`src/rtl/gray_code_converter_pipelined_pkg.sv`:
```
// Shared types and width-generic Binary/Gray conversion helpers for the pipelined converter.
// Helpers work on zero-extended MAX_WIDTH words, which gives the correct result for any narrower width.
package gray_code_pkg;

  localparam int unsigned MAX_WIDTH     = 32'd64;
  localparam int unsigned DEFAULT_WIDTH = 32'd8;

  typedef enum logic {
    MODE_BIN2GRAY = 1'b0,
    MODE_GRAY2BIN = 1'b1
  } conv_mode_e;

  typedef struct packed {
    logic                     valid;
    conv_mode_e               mode;
    logic [DEFAULT_WIDTH-1:0] data;
  } pipe_stage_t;

  function automatic logic [MAX_WIDTH-1:0] bin2gray(input logic [MAX_WIDTH-1:0] bin);
    return bin ^ (bin >> 32'd1);
  endfunction

  // Log-depth prefix XOR: each bit becomes the XOR of itself and every more significant Gray bit
  function automatic logic [MAX_WIDTH-1:0] gray2bin(input logic [MAX_WIDTH-1:0] gray);
    logic [MAX_WIDTH-1:0] bin;
    bin = gray;
    for (int unsigned shift = 32'd1; shift < MAX_WIDTH; shift = shift << 32'd1) begin
      bin = bin ^ (bin >> shift);
    end
    return bin;
  endfunction

endpackage

```
`src/rtl/gray_code_converter_pipelined_if.sv`:
```
// Valid/ready stream bundle of the pipelined Gray converter: input stream, output stream and counter.
interface gray_code_converter_pipelined_if #(
  parameter int unsigned WIDTH       = 32'd8,
  parameter int unsigned COUNT_WIDTH = 32'd16
);

  logic                   In_Valid;
  logic                   In_Ready;
  logic                   Mode_In;
  logic [WIDTH-1:0]       Code_In;
  logic                   Out_Valid;
  logic                   Out_Ready;
  logic                   Mode_Out;
  logic [WIDTH-1:0]       Code_Out;
  logic [COUNT_WIDTH-1:0] Conversion_Count;

  modport master (
    output In_Valid, Mode_In, Code_In, Out_Ready,
    input  In_Ready, Out_Valid, Mode_Out, Code_Out, Conversion_Count
  );

  modport slave (
    input  In_Valid, Mode_In, Code_In, Out_Ready,
    output In_Ready, Out_Valid, Mode_Out, Code_Out, Conversion_Count
  );

endinterface

```
`src/rtl/gray_code_converter_pipelined_pipe_stage.sv`:
```
// One pipeline register holding {valid, mode, data}; loads on the global advance enable, holds otherwise.
module gray_code_pipe_stage
  import gray_code_pkg::*;
#(
  parameter type stage_t = pipe_stage_t
) (
  input  logic   Clock,
  input  logic   Reset_n,
  input  logic   adv,
  input  stage_t d,
  output stage_t q
);

  // Stage register: cleared by reset, shifts only when the whole pipe advances
  always_ff @(posedge Clock or negedge Reset_n) begin
    if (!Reset_n) begin
      q <= '0;
    end else if (adv) begin
      q <= d;
    end else begin
      q <= q;
    end
  end

endmodule

```
`src/rtl/gray_code_converter_pipelined.sv`:
```
// Pipelined bidirectional Binary/Gray converter with per-word mode and valid/ready back-pressure.
// Conversion sits in front of stage 1; the remaining LATENCY-1 stages are pure delay.
module gray_code_converter_pipelined
  import gray_code_pkg::*;
#(
  parameter int unsigned WIDTH       = 32'd8,
  parameter int unsigned LATENCY     = 32'd2,
  parameter int unsigned COUNT_WIDTH = 32'd16
) (
  input  logic                            Clock,
  input  logic                            Reset_n,
  gray_code_converter_pipelined_if.slave  bus
);

  typedef struct packed {
    logic             valid;
    conv_mode_e       mode;
    logic [WIDTH-1:0] data;
  } stage_t;

  if (WIDTH < 32'd2 || WIDTH > MAX_WIDTH || LATENCY < 32'd1) begin : g_bad_param
    $error("gray_code_converter_pipelined: unsupported WIDTH/LATENCY");
  end

  conv_mode_e             mode_s;
  logic [MAX_WIDTH-1:0]   code_ext_s;
  stage_t                 in_stage_s;
  stage_t                 pipe_q_s [LATENCY];
  logic                   adv_s;
  logic                   out_hs_s;
  logic [COUNT_WIDTH-1:0] count_r;

  assign mode_s     = conv_mode_e'(bus.Mode_In);
  assign code_ext_s = MAX_WIDTH'(bus.Code_In);

  // Stage-1 input word, converted according to its own mode bit
  always_comb begin
    in_stage_s       = '0;
    in_stage_s.valid = bus.In_Valid;
    in_stage_s.mode  = mode_s;
    case (mode_s)
      MODE_BIN2GRAY: in_stage_s.data = WIDTH'(bin2gray(code_ext_s));
      MODE_GRAY2BIN: in_stage_s.data = WIDTH'(gray2bin(code_ext_s));
      default:       in_stage_s.data = '0;
    endcase
  end

  // Single advance enable for every stage: bubbles are kept, not squeezed out
  assign adv_s    = !pipe_q_s[LATENCY-1].valid || bus.Out_Ready;
  assign out_hs_s = pipe_q_s[LATENCY-1].valid && bus.Out_Ready;

  for (genvar i = 0; i < LATENCY; i++) begin : g_stage
    if (i == 0) begin : g_first
      gray_code_pipe_stage #(.stage_t(stage_t)) u_stage (
        .Clock   (Clock),
        .Reset_n (Reset_n),
        .adv     (adv_s),
        .d       (in_stage_s),
        .q       (pipe_q_s[i])
      );
    end else begin : g_delay
      gray_code_pipe_stage #(.stage_t(stage_t)) u_stage (
        .Clock   (Clock),
        .Reset_n (Reset_n),
        .adv     (adv_s),
        .d       (pipe_q_s[i-1]),
        .q       (pipe_q_s[i])
      );
    end
  end

  // Completed output handshakes; wraps naturally at 2^COUNT_WIDTH
  always_ff @(posedge Clock or negedge Reset_n) begin
    if (!Reset_n) begin
      count_r <= '0;
    end else if (out_hs_s) begin
      count_r <= count_r + COUNT_WIDTH'(1'b1);
    end else begin
      count_r <= count_r;
    end
  end

  assign bus.In_Ready         = adv_s;
  assign bus.Out_Valid        = pipe_q_s[LATENCY-1].valid;
  assign bus.Mode_Out         = pipe_q_s[LATENCY-1].mode;
  assign bus.Code_Out         = pipe_q_s[LATENCY-1].data;
  assign bus.Conversion_Count = count_r;

endmodule

```
`src/flat_wrapper.sv`:
```
// flat-port wrapper written by rule: the top's interface ports become plain ports
module gray_code_converter_pipelined_flat import gray_code_pkg::*;
#(
  parameter int unsigned WIDTH       = 32'd8,
  parameter int unsigned LATENCY     = 32'd2,
  parameter int unsigned COUNT_WIDTH = 32'd16
)
  (Clock, Reset_n, bus_In_Valid, bus_Mode_In, bus_Code_In, bus_Out_Ready, bus_In_Ready, bus_Out_Valid, bus_Mode_Out, bus_Code_Out, bus_Conversion_Count);
  gray_code_converter_pipelined_if #(.WIDTH(WIDTH), .COUNT_WIDTH(COUNT_WIDTH)) bus_i ();
  input  logic Clock;
  input  logic Reset_n;
  input wire logic [$bits(bus_i.In_Valid)-1:0] bus_In_Valid;
  input wire logic [$bits(bus_i.Mode_In)-1:0] bus_Mode_In;
  input wire logic [$bits(bus_i.Code_In)-1:0] bus_Code_In;
  input wire logic [$bits(bus_i.Out_Ready)-1:0] bus_Out_Ready;
  output wire logic [$bits(bus_i.In_Ready)-1:0] bus_In_Ready;
  output wire logic [$bits(bus_i.Out_Valid)-1:0] bus_Out_Valid;
  output wire logic [$bits(bus_i.Mode_Out)-1:0] bus_Mode_Out;
  output wire logic [$bits(bus_i.Code_Out)-1:0] bus_Code_Out;
  output wire logic [$bits(bus_i.Conversion_Count)-1:0] bus_Conversion_Count;
  assign bus_i.In_Valid = bus_In_Valid;
  assign bus_i.Mode_In = bus_Mode_In;
  assign bus_i.Code_In = bus_Code_In;
  assign bus_i.Out_Ready = bus_Out_Ready;
  assign bus_In_Ready = bus_i.In_Ready;
  assign bus_Out_Valid = bus_i.Out_Valid;
  assign bus_Mode_Out = bus_i.Mode_Out;
  assign bus_Code_Out = bus_i.Code_Out;
  assign bus_Conversion_Count = bus_i.Conversion_Count;
  gray_code_converter_pipelined #(.WIDTH(WIDTH), .LATENCY(LATENCY), .COUNT_WIDTH(COUNT_WIDTH)) u_core (.Clock(Clock), .Reset_n(Reset_n), .bus(bus_i));
endmodule
```
`config.mk`:
```
export PLATFORM = sky130hd
export DESIGN_NAME = gray_code_converter_pipelined_flat
export DESIGN_NICKNAME = d
export VERILOG_FILES = /design/src/rtl/gray_code_converter_pipelined_pkg.sv /design/src/rtl/gray_code_converter_pipelined_if.sv /design/src/rtl/gray_code_converter_pipelined_pipe_stage.sv /design/src/rtl/gray_code_converter_pipelined.sv /design/src/flat_wrapper.sv
export SDC_FILE = /design/constraint.sdc
export NUM_CORES = 1
export LEC_CHECK = 0
export CELL_PAD_IN_SITES_DETAIL_PLACEMENT = 1
export CELL_PAD_IN_SITES_GLOBAL_PLACEMENT = 1
export CORE_MARGIN = 2
export CORE_UTILIZATION = 34
export DETAILED_ROUTE_END_ITERATION = 8
export GPL_TIMING_DRIVEN = 0
export PLACE_DENSITY = 0.78
export SLEW_MARGIN = 10
export SYNTH_ARGS = -nofsm -noshare
export SYNTH_HDL_FRONTEND = slang
export SYNTH_SLANG_ARGS = --single-unit
export TNS_END_PERCENT = 20
```
`constraint.sdc`:
```
create_clock -name Clock -period 1.5 [get_ports Clock]
set_input_delay 0.225 -clock Clock [delete_from_list [all_inputs] [get_ports Clock]]
set_output_delay 0.225 -clock Clock [all_outputs]
set_load 0.005 [all_outputs]
```
==> results.txt, run 1 <==
status -> complete, but fails checks
failing checks -> setup timing
total track usage -> 15.55%
switching power -> 863.9 uW
Post-Route M1 WL -> 1.643 mm
critical path class -> flop to flop
Synth Area in XOR/XNOR -> 16.00%
global-route wire length before repair -> 6.285 mm
routed vias -> 1323
synth unique cells -> 29
P&R area growth vs syn -> 43.77%
cells after synthesis -> 159
Fillers -> 534
total core area -> 4723 um2
unrepaired setup endpoints after global routing -> yes
minimum clock period -> 1539 ps
Power Dens Cells -> 1227 nW/um2
ranking of synthesized cells by area -> dfrtp_1 54%, nand2_1 9.7%, xnor2_1 9.5%
most used flip-flop cell after synthesis -> dfrtp_1
Synth Warn # -> 0
LEAKAGE -> 1.162 nW
port bufs -> 39
crit path max fanout -> 5
simple-gate area share of the yosys netlist -> 20.30%
ANT cells -> 0
Sink Count -> 36
worst-margin pin slew -> 793.0 ps
synthesized net count -> 173
metal2 WL -> 1.899 mm
chip height -> 73.83 um
Slew headroom -> 47.13%
endpoint class of the critical path -> flop
Net Sw Frac -> 29.55%
combinational share of power -> 29.5%
Seq/Total Area, Yosys -> 54.34%
arrival time at the worst endpoint -> 1730 ps
fin nets -> 231
initial antenna violation count -> 0
post-DP HPWL -> 2.605 mm
Final Max Slew Viols -> 0
fraction of layout cells with a size suffix above 1 -> 17.89%
Peak VDD IR -> 427.6 uV
path depth of the worst reg2reg path -> 6
Hold Crit Class -> input port to asynchronous set/reset pin
leading area contributor after synthesis -> dfrtp_1
Initial Utilization -> 35.10%
CTS tree -> built
Async S/R FF share, synth -> 100.0%
clk_lat worst skew -> 290 ps
Pre-antenna DRT Iters -> 4
H-tree levels -> 2
Adder-Cell Fraction of Synth Area -> 0.7547%
Total Wirelength -> 3.774 mm
GRT overflow -> 0
Final Util -> 50.46%
Routed Antenna Nets -> 0
placer's final routability congestion estimate -> 0.7268
CTS Buffer Depth -> 2
WP data required -> 1690 ps
Hold Slack -> 14.38 ps
CTS Buf Count -> 5
Int Pwr -> 2.060 mW
WL/cell -> 13.24 um
Die W -> 73.83 um
initial drt markers -> 78
DR vias/cell -> 4.642
largest family of logic cells by synthesized area -> simple AND/OR/NAND/NOR gates
f_max -> 649.6 MHz
PnR worst setup slack -> -39.45 ps
setup violators final -> 2
vias in the first global route -> 1335
Post-Syn Area per Cell -> 10.43 um2
Final Hold Fails -> 0
met3 WL -> 169 um
Root Driver -> clkbuf_8
sequential share of power -> 46.3%
Row Count -> 25
clock skew -> 8.026 ps
CP startpoint kind -> flop
Clk pwr share -> 24.2%
CTS clk-pin slew, worst paths -> 70 ps
io pins -> 40
reg-to-reg endpoint -> u_core.g_stage[0].g_first.u_stage.q[1]
r2r setup slk -> -40 ps
top cell type's share of synthesized area -> 54.34%
post-synthesis compound-gate area fraction -> 4.226%
ratio of final minimum period to clock period -> 102.6%
Critical R2R Launch -> u_core.g_stage[1].g_delay.u_stage.q[9]
Die ar. -> 5451 um2
# Max-Cap Violations -> 0
DRC violations left -> 0
Highest Signal Layer -> met4
Post-synth EDFFs -> 0
post-synthesis mux area share -> 2.717%
largest net degree at the start of global routing -> 37
Cell Area, Synth -> 1658 um2
FF+latch count, synth -> 36
cells in the final DEF (no fill, tap or decap), types with 3 or more instances in the layout:
cell type / synthesis / routed
nand2_1: 43 / 43
dfrtp_1: 36 / 34
clkdlybuf4s50_1: 0 / 25
xnor2_1: 18 / 16
buf_4: 0 / 11
dlygate4sd2_1: 0 / 8
nor2_1: 8 / 7
xor2_1: 6 / 6
nand3_1: 6 / 6
clkbuf_8: 0 / 6
and3_1: 5 / 5
dlymetal6s2s_1: 0 / 4
buf_6: 0 / 3
a21oi_1: 3 / 3
buf_2: 1 / 3
o21ai_0: 3 / 3
xnor2_2: 2 / 3
nand4_1: 3 / 3
sequential cells by signal, summed over array words and instances (netlist names):
| signal | cells |
|---|---|
| u_core.bus.Conversion_Count | 16 |
| u_core.g_stage.g_first.u_stage.q | 10 |
| u_core.g_stage.g_delay.u_stage.q | 10 |
synthesized netlist by cell type (all sizes together) (2+ instances only):
cell type / instances
nor4: 2
nand2: 43
xnor2: 20
mux2: 2
nor2: 8
nor3: 3
and2: 2
o21ai: 3
nand3: 6
inv: 3
a21oi: 3
nand4: 3
dfrtp: 36
and3: 5
o31ai: 2
buf: 4
xor2: 6
routing by layer:
| layer | up-vias | global-route usage (%) |
|---|---|---|
| met2 | 36 | 26.19 |
| met3 | 7 | 4.390 |
| met1 | 635 | 18.72 |
| met5 | - | 0 |
| met4 | 0 | 6.061 |
| li1 | 645 | - |
kinds of logic (layout without fill, tap and decap cells):
group / count (synthesis) / in the layout
and+or+nand+nor: 75 / 75
DFF: 36 / 36
adders and majority gates: 1 / 1
buffers and inverters: 7 / 66
xor gates and xnor gates: 27 / 27
AOI/OAI and AO/OA: 10 / 10
muxes: 3 / 3
worst max-delay path: stages (launching register included):
cell and delay (ps):
dfrtp_1 360, nor2b_4 150, buf_6 130, inv_8 40
and3_1 130, mux4_2 460, a221oi_2 170
how the worst max path moves through the flow:
stage / startpoint / cells past startpoint / to / slack (ps)
after global placement: bus_Out_Ready / 6 / bus_In_Ready / -810
after global routing: u_core.g_stage[1].g_delay.u_stage.q[9] / 6 / u_core.g_stage[0].g_first.u_stage.q[1] / -90
final: u_core.g_stage[1].g_delay.u_stage.q[9] / 6 / u_core.g_stage[0].g_first.u_stage.q[1] / -40
after CTS: u_core.bus.Conversion_Count[0] / 5 / u_core.bus.Conversion_Count[14] / -60
after detailed placement: bus_Out_Ready / 6 / bus_In_Ready / -810
after floorplan: u_core.g_stage[1].g_delay.u_stage.q[9] / 6 / u_core.g_stage[0].g_first.u_stage.q[1] / -50
final cells by class:
class	count	area [um2]	share of cell area, %
buffer	4	31.28	1.312
clock buffer	8	90.09	3.780
inverter	3	18.77	0.7874
multi-input combinational	116	782.0	32.81
sequential	36	903.4	37.90
tap	67	83.83	3.517
timing repair buffer	51	474.2	19.89
stage by stage:
step                instances  worst slack (ps)  setup TNS, ps  total power, mW  instance area [um2]
floorplan                 159            -48.44         -48.44            1.703                 1663
global placement          265            -805.8         -28120            2.137                 2137
detailed placement        265            -806.2          -7248            2.179                 2132
CTS                       284            -64.91         -226.4            2.961                 2347
global route              285            -94.12         -254.2            3.116                 2384
finish                    285            -39.45         -64.13            2.924                 2384
what timing repair did:
item / CTS / global route
buffers inserted: 11 / 1
endpoints found under the hold margin: 0 / 0
pin swaps: 4 / 4
endpoints found under the setup margin: 13 / 13
hold buffers: 0 / 0
resized for setup: 26 / 9
power groups by stage:
| stage | Combinational, mW | Sequential, mW | Clock, mW |
|---|---|---|---|
| after global routing | 0.956 | 1.39 | 0.774 |
| after CTS | 0.862 | 1.36 | 0.738 |
| after floorplan | 0.358 | 1.35 | 0 |
| after detailed placement | 0.802 | 1.38 | 0 |
| after global placement | 0.772 | 1.36 | 0 |
| final | 0.861 | 1.35 | 0.709 |
(Power assumes the default switching activity.)
==> run 2, diff against run 1 <==
--- a/config.mk
+++ b/config.mk
@@ -5,6 +5,7 @@
 export SDC_FILE = /design/constraint.sdc
 export NUM_CORES = 1
 export LEC_CHECK = 0
+export CAP_MARGIN = 5
 export CELL_PAD_IN_SITES_DETAIL_PLACEMENT = 1
 export CELL_PAD_IN_SITES_GLOBAL_PLACEMENT = 1
 export CORE_MARGIN = 2
==> results of run 2 <==
Same layout as run 1: the final DEF is identical, and so are final timing and power.
